File: src/rtl/mem_access_unit.sv
// Memory-stage access controller: turns load/store control into a
// req/ack data-memory transaction with sizing, steering and extension.
module mem_access_unit #(
    parameter int TIMEOUT = 15
) (
    input  logic        clk_i,
    input  logic        rst_ni,
    input  logic        valid_i,
    input  logic        memRead_i,
    input  logic        memWrite_i,
    input  logic [1:0]  memSize_i,
    input  logic        memUnsigned_i,
    input  logic [31:0] aluResult_i,
    input  logic [31:0] writeData_i,
    output logic        memReq_o,
    output logic        memWe_o,
    output logic [31:0] memAddr_o,
    output logic [3:0]  memBe_o,
    output logic [31:0] memWdata_o,
    input  logic        memAck_i,
    input  logic [31:0] memRdata_i,
    output logic [31:0] dataMem_o,
    output logic        stall_o,
    output logic        misaligned_o,
    output logic        busErr_o
);

    typedef enum logic [1:0] {IDLE, BUSY, DONE} state_t;

    localparam int CW = (TIMEOUT > 0) ? $clog2(TIMEOUT + 1) : 1;

    state_t        state, state_n;
    logic [CW-1:0] cnt;
    logic [1:0]    size_q;
    logic [1:0]    lane_q;
    logic          uns_q;

    logic        acc, is_byte, is_half, is_word;
    logic        misal, start, tmo;
    logic [3:0]  be_c;
    logic [31:0] wdata_c;
    logic [7:0]  ld_byte;
    logic [15:0] ld_half;
    logic [31:0] load_c;

    assign acc     = valid_i & (memRead_i | memWrite_i);
    assign is_byte = (memSize_i == 2'b00);
    assign is_half = (memSize_i == 2'b01);
    assign is_word = memSize_i[1];
    assign misal   = (is_half & aluResult_i[0])
                   | (is_word & (|aluResult_i[1:0]));
    assign start   = (state == IDLE) & acc & ~misal;
    assign stall_o = start | (state == BUSY);

    // A zero TIMEOUT leaves the wait unbounded.
    assign tmo = (TIMEOUT != 0) & (state == BUSY) & ~memAck_i
               & (cnt == CW'(TIMEOUT - 1));

    always_comb begin
        be_c    = 4'b1111;
        wdata_c = writeData_i;
        unique case (1'b1)
            is_byte: begin
                be_c    = 4'b0001 << aluResult_i[1:0];
                wdata_c = {4{writeData_i[7:0]}};
            end
            is_half: begin
                be_c    = aluResult_i[1] ? 4'b1100 : 4'b0011;
                wdata_c = {2{writeData_i[15:0]}};
            end
            default: begin
                be_c    = 4'b1111;
                wdata_c = writeData_i;
            end
        endcase
    end

    always_comb begin
        ld_byte = memRdata_i[{lane_q, 3'b000} +: 8];
        ld_half = lane_q[1] ? memRdata_i[31:16] : memRdata_i[15:0];
        load_c  = memRdata_i;
        unique case (1'b1)
            (size_q == 2'b00):
                load_c = {{24{~uns_q & ld_byte[7]}}, ld_byte};
            (size_q == 2'b01):
                load_c = {{16{~uns_q & ld_half[15]}}, ld_half};
            default:
                load_c = memRdata_i;
        endcase
    end

    always_comb begin
        state_n = state;
        case (state)
            IDLE:    if (start) state_n = BUSY;
            BUSY:    if (memAck_i || tmo) state_n = DONE;
            DONE:    state_n = IDLE;
            default: state_n = IDLE;
        endcase
    end

    always_ff @(posedge clk_i or negedge rst_ni) begin
        if (!rst_ni) begin
            state        <= IDLE;
            cnt          <= '0;
            size_q       <= '0;
            lane_q       <= '0;
            uns_q        <= 1'b0;
            memReq_o     <= 1'b0;
            memWe_o      <= 1'b0;
            memAddr_o    <= '0;
            memBe_o      <= '0;
            memWdata_o   <= '0;
            dataMem_o    <= '0;
            misaligned_o <= 1'b0;
            busErr_o     <= 1'b0;
        end else begin
            state        <= state_n;
            misaligned_o <= 1'b0;
            busErr_o     <= 1'b0;
            case (state)
                IDLE: begin
                    if (start) begin
                        memReq_o   <= 1'b1;
                        memWe_o    <= memWrite_i;
                        memAddr_o  <= {aluResult_i[31:2], 2'b00};
                        memBe_o    <= be_c;
                        memWdata_o <= wdata_c;
                        size_q     <= memSize_i;
                        lane_q     <= aluResult_i[1:0];
                        uns_q      <= memUnsigned_i;
                        cnt        <= '0;
                    end else if (acc) begin
                        misaligned_o <= 1'b1;
                        dataMem_o    <= '0;
                    end
                end
                BUSY: begin
                    if (memAck_i) begin
                        memReq_o <= 1'b0;
                        if (!memWe_o) dataMem_o <= load_c;
                    end else if (tmo) begin
                        memReq_o  <= 1'b0;
                        dataMem_o <= '0;
                        busErr_o  <= 1'b1;
                    end else if (TIMEOUT != 0) begin
                        cnt <= cnt + 1'b1;
                    end
                end
                default: ;
            endcase
        end
    end

endmodule
File: config.mk
export PLATFORM = sky130hd
export DESIGN_NAME = mem_access_unit
export DESIGN_NICKNAME = d
export VERILOG_FILES = /design/src/rtl/mem_access_unit.sv
export SDC_FILE = /design/constraint.sdc
export NUM_CORES = 1
export LEC_CHECK = 0
export ABC_AREA = 1
export BUFFER_PORTS_ARGS = -buffer_cell sky130_fd_sc_hd__buf_2
export CAP_MARGIN = 20
export CORE_ASPECT_RATIO = 1.5
export CORE_MARGIN = 2
export CORE_UTILIZATION = 41
export CTS_CLUSTER_DIAMETER = 80
export DETAILED_ROUTE_END_ITERATION = 8
export PLACE_DENSITY_LB_ADDON = 0.15
export SYNTH_ARGS = -nofsm -noshare
export SYNTH_HDL_FRONTEND = slang
export SYNTH_SLANG_ARGS = --single-unit
export TNS_END_PERCENT = 20
File: constraint.sdc
create_clock -name clk_i -period 1.9 [get_ports clk_i]
set_clock_uncertainty 0.1 [all_clocks]
set_input_delay 0.095 -clock clk_i [delete_from_list [all_inputs] [get_ports clk_i]]
set_output_delay 0.095 -clock clk_i [all_outputs]
set_load 0.01 [all_outputs]
==> flow_summary.yaml <==
synth:
  synthTopCellsByCount: "nand2_1, dfrtp_1, nand3_1, o21ai_0, nor2_1"
  yosysWarningCount: 0
  synth-edff-count: 0
  yosysTopAreaCell: "dfrtp_1"
  synthFlopType: "dfrtp_1"
  async_reset_ff_frac: 1.00
  ys_seq_area_frac: 0.533
  synth_area_leaders: "dfrtp_1, nand2_1, nand3_1, o21ai_0, a21oi_1"
  yosysMostFrequentCell: "nand2_1"
  ys_types: 31
  syn_area_sq_um: 5310
  synth_top_area_frac: 0.533
  ys_seq_elements: 113
  syn_inst: 670
  syn_area_per_cell_sq_um: 7.93
worst_setup_path:
  cp.required_ns: 1.70
  worst-path-max-fanout: 10
  path_cells: "dlygate4sd3_1, buf_2, inv_4, nand2_4, nand2_2, nand3_4, nand2_1, buf_2"
  start_kind: "primary input"
  crit_family: "buffers and inverters"
  worst_setup_path_end_kind: "primary output"
  cp_data_arrival_time_ns: 1.56
  crit_top_cell: "buf_2"
  crit_buf_inv: 4
  max_stage_delay_ns: 0.55
  cp_slowest_cell: "dlygate4sd3_1"
  critPathKind: "primary input to primary output"
detailed_routing:
  wl_per_cell_um: 15.1
  drc: 0
  firstDrtPassIters: 5
  postRouteWirelength_mm: 17.5
  ant_nets: 0
  viasPerCell: 4.92
  vias: 5703
  drt_iter0_markers: 230
placed_design:
  hpwlAfterDp_mm: 11.4
  io_buffers: 207
  gp_congestion: 0.956
  pre_cts_ws_ns: 0.167
clock_network:
  cts_tree: "done"
  clk_latency_ns: 0.40
  clk_pin_slew_ns: 0.05
  clkSinkCount: 113
  numCtsBuffers: 17
  clockBufferDepth: 2
  cts-root-buf: "clkbuf_16"
  htreeDepth: 4
  cts_resized: 0
timing:
  rsz0062_at_grt: "no"
  hold_viol_final: 0
  layout_setup_ws_ns: 0.144
  tns_ns: 0
  period_needed_ns: 1.76
  final-setup-viol-count: 0
  timing.final.crit_share: 0.924
  fmax_mhz: 570
  maxSlewViolCount: 0
floorplanning:
  die_area_sq_um: 13900
  fp.dieH_um: 143
  start_util: 0.422
  core.rowCount: 50
  die_w_um: 96.9
  core-area_sq_um: 12600
  num_io_pins: 210
grt:
  grt-ovfl-total: 0
  grt_start_max_net_pins: 70
  grt_pass1_vias: 5768
  grt_pass1_wl_mm: 28.2
  grt_usage: 0.252
  grt_antenna_before_repair: 1
final_layout:
  drive_gt1_frac: 0.288
  area_delta_synth_final_pct: 56.0
  nNetsFinal: 1094
  fill_cells: 1050
pwr:
  power_uw: 10500
  p_leak_uw: 0.00454
  peakVddDrop_mv: 0.718
  p_per_area_nw_per_um2: 1270
run:
  drv_cap: 0
run_status:
  outcome: "complete, no violations"
worst_hold_path:
  hold_class: "primary input to flop"
[kinds of logic (layout without fill, tap and decap cells)]
family / Yosys count / in the layout / synth area share
fa+ha+maj: 2 / 2 / 0.00471
flops: 113 / 113 / 0.533
other cells: 1 / 4 / 0.000706
compound gates: 76 / 76 / 0.0761
simple gates: 412 / 412 / 0.325
xor+xnor: 2 / 2 / 0.00330
buf+inv: 64 / 393 / 0.0580
[routing by layer]
metal  up-vias  track usage  wire (um)
met4         0        0.124        616
li1       2747            -          -
met2       260        0.440       9000
met1      2656        0.294       6740
met3        40       0.0535       1160
met5         -            0          0
[what timing repair did]
| action | 4_1_cts | 5_1_grt |
|---|---|---|
| endpoints found under the setup margin | 0 | 16 |
| hold endpoints to repair | 218 | 0 |
| buffers inserted | 0 | 3 |
| hold buffers | 103 | 0 |
[worst register-to-register path, stage by stage, from the launching register on]
cell and delay, ns:
dfrtp_1 0.42, inv_1 0.08, ha_1 0.14, nand3_1 0.09, nand2_1 0.18, nand2_2 0.12
nor3_4 0.16, buf_12 0.20, nand3_1 0.11, nand2_1 0.08
[placed cells by master (no fill, tap or decap), types with 2 or more instances in the layout]
cell           synthesis  layout
nand2_1              308     308
buf_2                 12     206
dfrtp_1              113     113
dlygate4sd3_1          0     103
nand3_1               45      45
o21ai_0               39      39
nor2_1                29      29
a21oi_1               28      28
inv_1                 27      27
clkbuf_16              0      18
or2_2                 16      16
buf_4                  8      14
buf_12                 0       6
bufinv_16              0       5
nand2_2                4       4
a31oi_1                3       3
a41oi_1                3       3
clkinv_4               0       3
diode_2                0       2
nand2_4                2       2
nand3_4                2       2
inv_2                  2       2
inv_6                  1       2
o211ai_1               2       2
xor2_1                 2       2
ha_1                   2       2
conb_1                 1       2
clkinv_2               0       2
clkbuf_1              11       2
clkinvlp_4             0       2
[layout make-up]
class / count / area [sq um] / area share
Clock buffer: 19 / 433 / 0.0523
Clock inverter: 13 / 210 / 0.0254
Timing Repair Buffer: 330 / 2310 / 0.279
Antenna cell: 2 / 5.00 / 0.000604
Multi-Input combinational cell: 494 / 2180 / 0.263
Inverter: 31 / 124 / 0.0150
Tap cell: 156 / 195 / 0.0236
Sequential cell: 113 / 2830 / 0.341
[state kept, by name (all words and copies together), names as in the netlist]
| register | cells |
|---|---|
| memWdata_o | 32 |
| memReq_o | 1 |
| busErr_o | 1 |
| uns_q | 1 |
| state | 2 |
| misaligned_o | 1 |
| lane_q | 2 |
| memAddr_o | 30 |
| memWe_o | 1 |
| dataMem_o | 32 |
| memBe_o | 4 |
| cnt | 4 |
| size_q | 2 |
[per-stage QoR]
step	utilization	instance area (sq um)	hold slack, ns	instances
floorplan	-	5310	-0.301	671
detailed placement	0.522	6560	0.00982	1017
CTS	0.655	8230	0.121	1152
global route	0.659	8280	0.141	1157
global placement	0.522	6560	0.00809	1017
finish	0.659	8290	0.122	1158
[power by group]
group,switching [uW],internal [uW]
Sequential,453,3140
Combinational,2050,1420
Clock,1130,2330
[path summary, 6_finish.rpt]
path | from | end | cells after the start | slack [ns]
max | memSize_i[1] | stall_o | 8 | 0.14
min | memRead_i | misaligned_o | 3 | 0.12
max reg2reg | cnt[0] | dataMem_o[28] | 9 | 0.15
min reg2reg | dataMem_o[11] | dataMem_o[11] | 2 | 0.37
max in group asynchronous | rst_ni | dataMem_o[11] | 3 | 1.21
min in group asynchronous | rst_ni | dataMem_o[25] | 3 | 0.13
No activity file was read; power rests on OpenSTA's default activity.
